--- src/rtl/dmem_dbg_defs.sv ---
// Shared definitions for the data-memory dump logic: default widths,
// dump FSM state encoding and the address tag used for the checksum word.
// Optional feature macro: DMEM_DUMP_CHECKSUM_EN (checksum word after the data words).
package dmem_dbg_defs;

   localparam int DEF_DATA_W = 32;
   localparam int DEF_ADDR_W = 8;

   // The checksum word is tagged with an all-ones address; this is the fill bit.
   localparam logic CSUM_ADDR_FILL = 1'b1;

   typedef enum logic [2:0] {
      IDLE,
      ISSUE,
      WAIT,
      SEND,
      CSUM,
      DONE
   } dump_state_t;

endpackage

--- src/rtl/dmem_port_mux.sv ---
// Combinational BRAM port select between the pipeline MEM stage and the
// dump walker. While the dump owns the port, writes are always suppressed.
module dmem_port_mux
   import dmem_dbg_defs::*;
#(
   parameter int DATA_W = DEF_DATA_W,
   parameter int ADDR_W = DEF_ADDR_W
) (
   input  logic              dump_sel,
   input  logic              pipe_we,
   input  logic [ADDR_W-1:0] pipe_addr,
   input  logic [DATA_W-1:0] pipe_wdata,
   input  logic [ADDR_W-1:0] dump_addr,
   output logic              mem_we,
   output logic [ADDR_W-1:0] mem_addr,
   output logic [DATA_W-1:0] mem_wdata
);

   // Pass the pipeline straight through unless the dump walker owns the port.
   always_comb begin
      mem_we    = pipe_we & ~dump_sel;
      mem_addr  = dump_sel ? dump_addr : pipe_addr;
      mem_wdata = pipe_wdata;
   end

endmodule

--- src/rtl/dmem_dump_arbiter.sv ---
// Data-memory port owner: transparent pipeline access in normal run, and on a
// debug request stalls the pipeline and streams addresses 0..DUMP_LAST out
// over a valid/ready handshake.
// Optional feature macro: DMEM_DUMP_CHECKSUM_EN appends an XOR checksum word
// (address all-ones) after the last data word.
module dmem_dump_arbiter
   import dmem_dbg_defs::*;
#(
   parameter int                DATA_W    = DEF_DATA_W,
   parameter int                ADDR_W    = DEF_ADDR_W,
   parameter logic [ADDR_W-1:0] DUMP_LAST = ADDR_W'(255),
   parameter int                ADDR_STEP = 1
) (
   input  logic              clk,
   input  logic              i_reset_n,
   input  logic              i_pipe_we,
   input  logic [ADDR_W-1:0] i_pipe_addr,
   input  logic [DATA_W-1:0] i_pipe_wdata,
   output logic [DATA_W-1:0] o_pipe_rdata,
   output logic              o_pipe_stall,
   input  logic              i_dump_start,
   output logic              o_dump_busy,
   output logic [DATA_W-1:0] o_dump_data,
   output logic [ADDR_W-1:0] o_dump_addr,
   output logic              o_dump_valid,
   input  logic              i_dump_ready,
   output logic              o_dump_done,
   output logic              o_mem_we,
   output logic [ADDR_W-1:0] o_mem_addr,
   output logic [DATA_W-1:0] o_mem_wdata,
   input  logic [DATA_W-1:0] i_mem_rdata
);

   dump_state_t       state;
   dump_state_t       state_nx;
   logic [ADDR_W-1:0] cnt;
   logic [ADDR_W:0]   cnt_sum;
   logic              last_word;
   logic              accept;
   logic [DATA_W-1:0] dump_data_q;
   logic [ADDR_W-1:0] dump_addr_q;
`ifdef DMEM_DUMP_CHECKSUM_EN
   logic [DATA_W-1:0] csum_q;
`endif

   // One extra bit on the sum catches a step that would wrap past the top of
   // the address space; such a step also ends the dump.
   assign cnt_sum   = {1'b0, cnt} + (ADDR_W+1)'(ADDR_STEP);
   assign last_word = (cnt >= DUMP_LAST) || (cnt_sum > {1'b0, DUMP_LAST});
   assign accept    = (state == SEND) && i_dump_ready;

   assign o_pipe_rdata = i_mem_rdata;
   assign o_pipe_stall = (state != IDLE);
   assign o_dump_busy  = (state != IDLE);
   assign o_dump_valid = (state == SEND) || (state == CSUM);
   assign o_dump_done  = (state == DONE);
   assign o_dump_data  = dump_data_q;
   assign o_dump_addr  = dump_addr_q;

   dmem_port_mux #(
      .DATA_W(DATA_W),
      .ADDR_W(ADDR_W)
   ) u_port_mux (
      .dump_sel  (state != IDLE),
      .pipe_we   (i_pipe_we),
      .pipe_addr (i_pipe_addr),
      .pipe_wdata(i_pipe_wdata),
      .dump_addr (cnt),
      .mem_we    (o_mem_we),
      .mem_addr  (o_mem_addr),
      .mem_wdata (o_mem_wdata)
   );

   // Next-state logic: issue, wait out BRAM latency, hold the word until accepted.
   always_comb begin
      state_nx = state;
      case (state)
         IDLE:  if (i_dump_start) state_nx = ISSUE;
         ISSUE: state_nx = WAIT;
         WAIT:  state_nx = SEND;
         SEND: begin
            if (accept) begin
               if (last_word) begin
`ifdef DMEM_DUMP_CHECKSUM_EN
                  state_nx = CSUM;
`else
                  state_nx = DONE;
`endif
               end else begin
                  state_nx = ISSUE;
               end
            end
         end
         CSUM:  if (i_dump_ready) state_nx = DONE;
         DONE:  state_nx = IDLE;
         default: state_nx = IDLE;
      endcase
   end

   // State register, address counter and the registered word presented to debug.
   always_ff @(posedge clk) begin
      if (!i_reset_n) begin
         state       <= IDLE;
         cnt         <= '0;
         dump_data_q <= '0;
         dump_addr_q <= '0;
`ifdef DMEM_DUMP_CHECKSUM_EN
         csum_q      <= '0;
`endif
      end else begin
         state <= state_nx;
         case (state)
            IDLE: begin
               if (i_dump_start) begin
                  cnt <= '0;
`ifdef DMEM_DUMP_CHECKSUM_EN
                  csum_q <= '0;
`endif
               end
            end
            WAIT: begin
               dump_data_q <= i_mem_rdata;
               dump_addr_q <= cnt;
            end
            SEND: begin
               if (accept) begin
                  if (!last_word) begin
                     cnt <= cnt_sum[ADDR_W-1:0];
                  end
`ifdef DMEM_DUMP_CHECKSUM_EN
                  csum_q <= csum_q ^ dump_data_q;
                  if (last_word) begin
                     dump_data_q <= csum_q ^ dump_data_q;
                     dump_addr_q <= {ADDR_W{CSUM_ADDR_FILL}};
                  end
`endif
               end
            end
            default: ;
         endcase
      end
   end

endmodule

--- config.mk ---
export PLATFORM = sky130hd
export DESIGN_NAME = dmem_dump_arbiter
export DESIGN_NICKNAME = d
export VERILOG_FILES = /design/src/rtl/dmem_dbg_defs.sv /design/src/rtl/dmem_port_mux.sv /design/src/rtl/dmem_dump_arbiter.sv
export SDC_FILE = /design/constraint.sdc
export NUM_CORES = 1
export LEC_CHECK = 0
export ABC_AREA = 0
export CELL_PAD_IN_SITES_DETAIL_PLACEMENT = 0
export CELL_PAD_IN_SITES_GLOBAL_PLACEMENT = 2
export CORE_MARGIN = 8
export CORE_UTILIZATION = 19
export CTS_BUF_LIST = sky130_fd_sc_hd__clkbuf_16
export DETAILED_ROUTE_END_ITERATION = 7
export HOLD_SLACK_MARGIN = 0.1
export PLACE_DENSITY = 0.87
export SETUP_SLACK_MARGIN = 0.5
export SYNTH_ARGS = -nofsm -noshare
export SYNTH_HDL_FRONTEND = slang
export SYNTH_HIERARCHICAL = 1
export SYNTH_SLANG_ARGS = --single-unit
export TNS_END_PERCENT = 30
--- constraint.sdc ---
create_clock -name clk -period 4.2 [get_ports clk]
set_input_delay 1.05 -clock clk [delete_from_list [all_inputs] [get_ports clk]]
set_output_delay 1.05 -clock clk [all_outputs]
set_load 0.01 [all_outputs]
==> results.txt, run 1 <==
Worst Setup End Kind -> output port
RSZ-0062 raised after global routing -> false
worst hold path type -> reg -> reg
Net Sw Frac -> 26.4%
First-pass DRT Iterations -> 4
via count -> 2404
Post-Route Setup TNS -> 0 ps
synth top area cells -> dfxtp_1, buf_4, nand2_1
Worst Path Buf+Inv -> 1
slew of the pin with the lowest slew margin -> 910 ps
CP arrival -> 2330 ps
CP max stage delay -> 580 ps
fmax -> 296 MHz
core area -> 14500 sq um
WS Path Type -> reg -> out
worst clock skew -> 6.98 ps
DR iter-0 viols -> 94
largest net degree at the start of global routing -> 41
YS warnings -> 6
GR Overflow Total -> 0
Max Root-Sink Buffers -> 2
first-pass GRT wire length -> 12.5 mm
htree depth -> 2
CP max stage cell -> dfxtp_1
main flop type after synthesis -> dfxtp_1
initial antenna violation count -> 0
outcome -> finished clean
Synth Cell Area -> 2800 sq um
Setup Buffers After CTS -> 0
met2 WL -> 4.15 mm
Synth async-reset ratio -> 0%
Routability Congestion -> 0.761
Post-Syn Instances -> 341
wire per inst -> 14.4 um
# IOs -> 194
Via density -> 4.14
Worst EP required -> 3150 ps
Final Cycle Share -> 80.5%
Synth cell types -> 49
top routing layer in use -> met4
cts hold-fix bufs -> 0
routed wire length -> 8.35 mm
Critical Path Start Type -> flip-flop
Slew Viols, Final -> 0
placed wire-length estimate -> 6.21 mm
Seq cells post-synth -> 51
Clock Tree Root -> clkbuf_16
number of setup violations in the final report -> 0
Die Span Y -> 137 um
Syn-to-layout area delta -> 38.2%
worst r2r path cells -> 5
Syn Nets -> 420
Largest delay share family, worst path -> simple AND/OR/NAND/NOR gates
Max-Slew Margin vs Limit -> 39.2%
wl on met1 -> 3.44 mm
Hold Vio Cnt, Final -> 0
IO buf count -> 129
number of global-route vias before repair -> 2408
cts repair resizes -> 0
nets -> 474
TritonCTS clock tree -> built
Clock power frac -> 33.9%
Seq/Total Area, Yosys -> 36.5%
clock slew at reported path FFs -> 70 ps
gr usage total -> 8.47%
wire length on met3 -> 641 um
DRC Markers -> 0
starting density of the core -> 19.3%
Design Area, Final -> 3870 sq um
share of the synthesized area in the top cell type -> 36.5%
CTS sink count -> 51
crit-path cells -> nor2_1 > nand2_1 > mux2_4 > clkdlybuf4s50_1
Switch Pwr -> 309 uW
Max-Cap Viols -> 0
WHS Path Cells -> 2
Horiz. Die Dim -> 137 um
Synth area leader -> dfxtp_1
Skew-Pair Late Insertion Delay -> 300 ps
PD cells -> 303 nW/um^2
total CTS buffers -> 5
Max Fanout on Critical Path -> 13
placed cell area -> 3730 sq um
Period minus WS final -> 3380 ps
EDFF count, synth -> 0
Leak -> 0.00130 uW
# rows -> 44
syn_area_per_cell -> 8.21 sq um
Reg2Reg Setup Slack -> 2230 ps
Power Internal -> 863 uW
sequential power share -> 44.0%
antenna viol nets, final -> 0
die footprint -> 18900 sq um
worst vdd ir -> 135 uV
layout cell share with drive strength beyond 1 -> 7.83%
stages on the worst setup path -> 4
part of the power in combinational logic -> 22.0%
ANT cells -> 0
-- path summary, 6_finish.rpt --
check / start / to
max: state[1]$_SDFFE_PN0P_ / o_mem_addr[5]
min: o_dump_data[18]$_SDFFE_PN0P_ / o_dump_data[18]$_SDFFE_PN0P_
max reg2reg: cnt[0]$_SDFFE_PN0P_ / state[2]$_SDFFE_PN0P_
min reg2reg: o_dump_data[18]$_SDFFE_PN0P_ / o_dump_data[18]$_SDFFE_PN0P_
-- placed cells by master (no fill, tap or decap), types with 2 or more instances in the layout --
cell             count
clkbuf_16            5
a21oi_1             45
o21ai_0              4
nand3_2              2
nand2_1             89
nor3_1               2
and3b_1              2
nand2b_1             2
buf_4                2
mux2_4               8
inv_1                6
ha_1                 2
and3_1               3
dfxtp_1             51
clkdlybuf4s50_1    129
a211o_2              2
nand3_1              3
o211ai_1             2
a31oi_1              2
nand3b_1             3
nor2_1               4
-- cell families (layout without fill, tap and decap cells) --
| family | count (synthesis) | count (layout) | share of synthesized area (%) |
|---|---|---|---|
| and+or+nand+nor | 122 | 122 | 19.9 |
| buffers and inverters | 89 | 144 | 22.5 |
| muxes | 9 | 9 | 4.65 |
| AOI/OAI and AO/OA | 67 | 67 | 15.2 |
| DFF | 51 | 51 | 36.5 |
| xor gates and xnor gates | 1 | 1 | 0.313 |
| adders and majority gates | 2 | 2 | 0.894 |
-- cell usage after synthesis (2+ instances only) --
master	instances
nand2_1	89
buf_4	65
dfxtp_1	51
a21oi_1	45
mux2_4	8
clkbuf_1	7
buf_2	5
inv_1	5
and3_1	4
nand3_1	4
nor2_1	4
o21ai_0	4
clkbuf_8	3
nand3b_1	3
a211o_2	2
a31oi_1	2
and3b_1	2
buf_1	2
buf_6	2
ha_1	2
nand2b_1	2
nor3_1	2
o211ai_1	2
-- per-stage QoR --
step | power, uW | util (%) | std cells | hold slack (ps) | worst slack, ps
after global routing | 1250 | 26.7 | 580 | 479 | 700
after global placement | 785 | 25.8 | 572 | 442 | 961
after floorplan | 691 | - | 341 | 477 | 1830
final | 1170 | 26.7 | 580 | 453 | 819
after detailed placement | 790 | 25.8 | 572 | 446 | 927
after CTS | 1210 | 26.7 | 580 | 456 | 781
-- flip-flops by register name, summed over array words and instances (netlist names) --
name,count
state,3
cnt,8
o_dump_addr,8
o_dump_data,32
-- power by group through the flow --
| stage | registers [uW] | clock network, uW | logic [uW] |
|---|---|---|---|
| 3_5_place_dp | 527 | 0 | 263 |
| 3_3_place_gp | 526 | 0 | 259 |
| 4_1_cts | 516 | 430 | 264 |
| 6_report | 516 | 398 | 258 |
| 2_1_floorplan | 532 | 0 | 159 |
| 5_1_grt | 519 | 449 | 279 |
-- metal layers --
layer / track usage [%] / vias to the layer above
met3: 2.99 / 8
met2: 14.9 / 74
li1: - / 1189
met4: 3.32 / 0
met1: 9.14 / 1133
met5: 0 / -
-- final cells by class --
cell class / count / area [sq um]
Sequential cell: 51 / 1020
Timing Repair Buffer: 131 / 1310
Clock buffer: 5 / 125
Multi-Input combinational cell: 201 / 1150
Fill cell: 1544 / 10600
Tap cell: 184 / 230
Inverter: 5 / 18.8
Clock inverter: 3 / 12.5
-- worst min-delay path, delay by kind of cell, from the launching register on --
kind / cells / cell delay [ps]
AND/OR/NAND/NOR: 1 / 50
flip-flops: 1 / 310
AO/OA/AOI/OAI: 1 / 50
Power figures use the tool's default switching activity.
==> inputs of run 2 (changes only) <==
CORE_UTILIZATION = 18   (was 19)
PLACE_DENSITY = 0.83   (was 0.87)
clock period = 3.43 ns   (was 4.2 ns; I/O delays follow)
==> run 2 against run 1 <==
  * Sequential power up 22%
  * Clock skew up 2.6 ps
  * Core utilization fell by 1.1 points
  * Global-route usage decreased by 0.093 points
  * Largest power group unchanged
  * Critical path depth fell by 1
  * Combinational power grew 22%
  * Cell count increased by 0.34%
  * Cell area up 0.61%
  * Flip-flop and latch count unchanged
  * Sequential share of layout area fell by 0.13 points
  * Die area rose by 4.9%
==> results.txt, run 2 (synthesis results as in run 1) <==
first-pass GRT wire length -> 13.3 mm (was 12.5 mm)
hold_ws -> 453 ps (about the same)
CP max stage cell -> clkdlybuf4s50_1 (was dfxtp_1)
CP max stage delay -> 490 ps (was 580 ps)
slew of the pin with the lowest slew margin -> 972 ps (was 910 ps)
# IOs -> 194 (unchanged)
GR Overflow Total -> 0 (unchanged)
die footprint -> 19800 sq um (was 18900 sq um)
most frequent cell on the critical path -> clkdlybuf4s50_1
Final Cycle Share -> 84.4%
Via density -> 4.14 (about the same)
Hold Vio Cnt, Final -> 0 (unchanged)
outcome -> finished clean (unchanged)
Setup Buffers After CTS -> 0 (unchanged)
Largest delay share family, worst path -> buffers and inverters (was simple AND/OR/NAND/NOR gates)
Post-Route Setup TNS -> 0 ps (unchanged)
max FFs per register -> 32 (unchanged)
ANT cells -> 0 (unchanged)
placed cell area -> 3720 sq um (was 3730 sq um)
Critical Path Start Type -> primary input (was flip-flop)
Slew Viols, Final -> 0 (unchanged)
layout cell share with drive strength beyond 1 -> 8.38% (was 7.83%)
DRC Markers -> 0 (unchanged)
routed wire length -> 8.54 mm (was 8.35 mm)
via count -> 2407 (was 2404)
Design Area, Final -> 3890 sq um (was 3870 sq um)
PD cells -> 391 nW/um^2 (was 303 nW/um^2)
Max Fanout on Critical Path -> 1 (was 13)
CP arrival -> 2040 ps (was 2330 ps)
worst clock skew -> 9.55 ps (was 6.98 ps)
Syn-to-layout area delta -> 39.1% (was 38.2%)
cts hold-fix bufs -> 0 (unchanged)
RSZ-0062 raised after global routing -> false (unchanged)
worst hold path type -> reg -> reg (unchanged)
TritonCTS clock tree -> built (unchanged)
Leak -> 0.00131 uW (was 0.00130 uW)
Period minus WS final -> 2900 ps
clock slew at reported path FFs -> 70 ps (about the same)
# rows -> 45 (was 44)
starting density of the core -> 18.4% (was 19.3%)
nets -> 472 (was 474)
WS Path Type -> in -> out (was reg -> out)
Routability Congestion -> 0.746 (was 0.761)
fin cells -> 582 (was 580)
Max-Cap Viols -> 0 (unchanged)
Skew-Pair Late Insertion Delay -> 290 ps (was 300 ps)
worst vdd ir -> 149 uV (was 135 uV)
Worst EP required -> 2570 ps (was 3150 ps)
Max-Slew Margin vs Limit -> 35.1% (was 39.2%)
Power Total -> 1520 uW (was 1170 uW)
Die Span Y -> 141 um (was 137 um)
Clock Tree Root -> clkbuf_16 (unchanged)
htree depth -> 2 (unchanged)
number of setup violations in the final report -> 0 (unchanged)
crit-path cells -> clkdlybuf4s50_1 > mux2_4 > clkdlybuf4s50_1 (was nor2_1 > nand2_1 > mux2_4 > clkdlybuf4s50_1)
IO buf count -> 129 (unchanged)
placed wire-length estimate -> 6.25 mm (was 6.21 mm)
fmax -> 345 MHz
total CTS buffers -> 5 (unchanged)
initial antenna violation count -> 0 (unchanged)
CTS sink count -> 51 (unchanged)
most frequent cells in the layout -> clkdlybuf4s50_1, nand2_1, dfxtp_1 (unchanged)
Worst Path Buf+Inv -> 2 (was 1)
antenna viol nets, final -> 0 (unchanged)
Worst Setup End Kind -> output port (unchanged)
gr usage total -> 8.38% (was 8.47%)
number of global-route vias before repair -> 2453 (was 2408)
Horiz. Die Dim -> 141 um (was 137 um)
largest net degree at the start of global routing -> 51 (was 41)
wire per inst -> 14.7 um (was 14.4 um)
core area -> 15200 sq um (was 14500 sq um)
most common cell after layout, fill and taps aside -> clkdlybuf4s50_1 (unchanged)
Max Root-Sink Buffers -> 2 (unchanged)
First-pass DRT Iterations -> 4 (unchanged)
Placed Cells -> 574 (was 572)
DR iter-0 viols -> 105 (was 94)
==> run 2: power by group <==
part | internal, uW | total [uW] | switching [uW]
logic | 174 | 316 | 142
clock network | 341 | 572 | 231
registers | 616 | 632 | 16.2
==> run 2: worst reg2reg max path: stages (launching register included) <==
cell and delay [ps]:
dfxtp_1 480, inv_1 120, ha_1 360, o41ai_4 530, nand2_2 150, a221oi_2 210
==> run 2: area by class of cell <==
type | count | area [sq um]
Timing Repair Buffer | 129 | 1290
Fill cell | 1622 | 11300
Sequential cell | 51 | 1020
Tap cell | 188 | 235
Multi-Input combinational cell | 201 | 1160
Inverter | 5 | 18.8
Clock inverter | 3 | 38.8
Clock buffer | 5 | 125
==> run 2: per-stage QoR <==
| stage | setup slack (ps) | utilization (%) |
|---|---|---|
| 5_1_grt | 502 | 25.6 |
| 6_report | 535 | 25.6 |
| 2_1_floorplan | 1370 | - |
| 4_1_cts | 531 | 25.6 |
| 3_5_place_dp | 473 | 24.5 |
| 3_3_place_gp | 460 | 24.5 |
==> run 2: path summary, 6_finish.rpt <==
kind	start	to	slack [ps]	depth (start not counted)
min reg2reg	o_dump_data[15]$_SDFFE_PN0P_	o_dump_data[15]$_SDFFE_PN0P_	450	2
max	i_pipe_addr[6]	o_mem_addr[6]	530	3
max reg2reg	cnt[0]$_SDFFE_PN0P_	state[2]$_SDFFE_PN0P_	1510	5
min	o_dump_data[15]$_SDFFE_PN0P_	o_dump_data[15]$_SDFFE_PN0P_	450	2
==> run 2: timing repair <==
item / CTS / global route
endpoints found under the setup margin: 11 / 0
gates resized for setup: 4 / 0
hold endpoints to repair: 0 / 0
==> run 2: metal layers <==
metal / track usage (%) / wire (um) / up-vias
li1: - / - / 1179
met1: 9.10 / 3430 / 1131
met2: 14.9 / 4320 / 85
met3: 2.60 / 641 / 12
met4: 3.22 / 140 / 0
met5: 0 / 0 / -
==> inputs of run 3 (changes only) <==
CORE_UTILIZATION = 16   (was 18)
PLACE_DENSITY = 0.79   (was 0.83)
clock period = 2.49 ns   (was 3.43 ns; I/O delays follow)
==> run 3 against run 2 <==
  * Flip-flop and latch count did not move
  * Core utilization shrank 1.9 points
  * Sequential share of layout area fell by 0.94 points
  * Total power is 46% higher
  * Non-clock buffer count up 17
  * Cell count rose by 9.3%
  * Routed wire length is 3.8% higher
  * Worst hold slack improved by 2.2 ps
  * Die area grew 11%
  * First-iteration DRC count decreased by 32%
  * Critical path type is now reg -> out
==> results.txt, run 3 (synthesis results as in run 1) <==
outcome -> finished clean (unchanged)
Horiz. Die Dim -> 148 um (was 141 um)
Leak -> 0.00152 uW (was 0.00131 uW)
htree depth -> 2 (unchanged)
ANT cells -> 0 (unchanged)
Via density -> 3.85 (was 4.14)
Finished Core Util -> 23.7% (was 25.6%)
Syn-to-layout area delta -> 45.3% (was 39.1%)
most common cell after layout, fill and taps aside -> nand2_1 (was clkdlybuf4s50_1)
Worst Setup End Kind -> output port (unchanged)
via count -> 2449 (was 2407)
# IOs -> 194 (unchanged)
Period minus WS final -> 2050 ps
placed wire-length estimate -> 6.58 mm (was 6.25 mm)
core area -> 17200 sq um (was 15200 sq um)
Skew-Pair Late Insertion Delay -> 310 ps (was 290 ps)
Setup WS pre-CTS -> 87.8 ps (was 473 ps)
IO buf count -> 129 (unchanged)
gr usage total -> 7.93% (was 8.38%)
WS Path Type -> reg -> out (was in -> out)
final setup margin -> 440 ps (was 535 ps)
number of setup violations in the final report -> 0 (unchanged)
nets -> 489 (was 472)
clock slew at reported path FFs -> 80 ps (was 70 ps)
largest net degree at the start of global routing -> 41 (was 51)
Die Span Y -> 148 um (was 141 um)
Hold Vio Cnt, Final -> 0 (unchanged)
antenna viol nets, final -> 0 (unchanged)
routed wire length -> 8.86 mm (was 8.54 mm)
Max Root-Sink Buffers -> 2 (unchanged)
worst hold path type -> reg -> reg (unchanged)
Max Fanout on Critical Path -> 5 (was 1)
die footprint -> 22000 sq um (was 19800 sq um)
max FFs per register -> 32 (unchanged)
PD cells -> 548 nW/um^2 (was 391 nW/um^2)
slew of the pin with the lowest slew margin -> 911 ps (was 972 ps)
First-pass DRT Iterations -> 4 (unchanged)
Final Cycle Share -> 82.3%
Slew Viols, Final -> 0 (unchanged)
worst clock skew -> 16.8 ps (was 9.55 ps)
number of global-route vias before repair -> 2453 (unchanged)
Critical Path Start Type -> flip-flop (was primary input)
Max-Slew Margin vs Limit -> 39.2% (was 35.1%)
most frequent cells in the layout -> nand2_1, clkdlybuf4s50_1, dfxtp_1 (was clkdlybuf4s50_1, nand2_1, dfxtp_1)
Worst EP required -> 1870 ps (was 2570 ps)
layout cell share with drive strength beyond 1 -> 18.5% (was 8.38%)
cts hold-fix bufs -> 0 (unchanged)
CP arrival -> 1430 ps (was 2040 ps)
fmax -> 488 MHz
Routability Congestion -> 0.792 (was 0.746)
total CTS buffers -> 5 (unchanged)
TritonCTS clock tree -> built (unchanged)
# rows -> 48 (was 45)
initial antenna violation count -> 0 (unchanged)
DR iter-0 viols -> 71 (was 105)
wire per inst -> 13.9 um (was 14.7 um)
RSZ-0062 raised after global routing -> true (was false)
Post-Route Setup TNS -> 0 ps (unchanged)
worst vdd ir -> 208 uV (was 149 uV)
CTS sink count -> 51 (unchanged)
Max-Cap Viols -> 0 (unchanged)
starting density of the core -> 16.3% (was 18.4%)
Clock Tree Root -> clkbuf_16 (unchanged)
GR Overflow Total -> 0 (unchanged)
DRC Markers -> 0 (unchanged)
first-pass GRT wire length -> 13.8 mm (was 13.3 mm)
==> run 3: cell count changes in the layout (fill, tap and decap cells not counted), sizes merged, moves of 2 or more <==
cell and change:
buf +27, clkbuf +10, clkdlybuf4s50 -44, clkinv -2
dlygate4sd2 +22
==> run 3: final cells by class <==
class	instances	area, sq um
inverters	5	18.8
fillers	1898	13100
flip-flops and latches	51	1030
well taps	225	282
multi-input cells	201	1170
repair buffers	146	1370
clock inverters	3	63.8
clock buffers	5	125
==> run 3: final timing paths <==
check	startpoint	cells past startpoint	endpoint	slack, ps
worst max-delay path	state[1]$_SDFFE_PN0P_	5	o_mem_addr[0]	440
worst min-delay path	o_dump_data[5]$_SDFFE_PN0P_	2	o_dump_data[5]$_SDFFE_PN0P_	460
worst max register to register	cnt[0]$_SDFFE_PN0P_	6	cnt[0]$_SDFFE_PN0P_	630
worst min register to register	o_dump_data[5]$_SDFFE_PN0P_	2	o_dump_data[5]$_SDFFE_PN0P_	460
==> run 3: routing by layer <==
| layer | routed length, um | global-route usage (%) |
|---|---|---|
| met1 | 3860 | 9.25 |
| met3 | 832 | 3.40 |
| met4 | 153 | 3.21 |
| met2 | 4010 | 12.5 |
| met5 | 0 | 0 |
==> run 3: critical path: stages, from the launching register on <==
cell and delay (ps):
dfxtp_2 340, nor2_4 130, nand2_4 80, clkbuf_16 160
mux2_4 290, buf_6 120
==> run 3: stage by stage <==
step | std cells | cell area (sq um) | total power, uW | hold WS (ps)
final | 636 | 4070 | 2230 | 456
after global routing | 636 | 4070 | 2340 | 475
after CTS | 631 | 4010 | 2250 | 456
after detailed placement | 618 | 3840 | 1350 | 447
after global placement | 618 | 3840 | 1340 | 442
after floorplan | 341 | 2800 | 1160 | 477
==> run 3: what timing repair did <==
item                       4_1_cts  5_1_grt
pin swaps                        1        1
setup endpoints to repair       45       67
cloned                           0        1
setup buffers                    5        4
gates resized for setup         89       28
==> run 3: power by group <==
group	internal (uW)	total (uW)	leakage [uW]	switching, uW
Combinational	253	461	0.00101	208
Clock	573	900	0.0000952	327
Sequential	847	866	0.000415	18.5
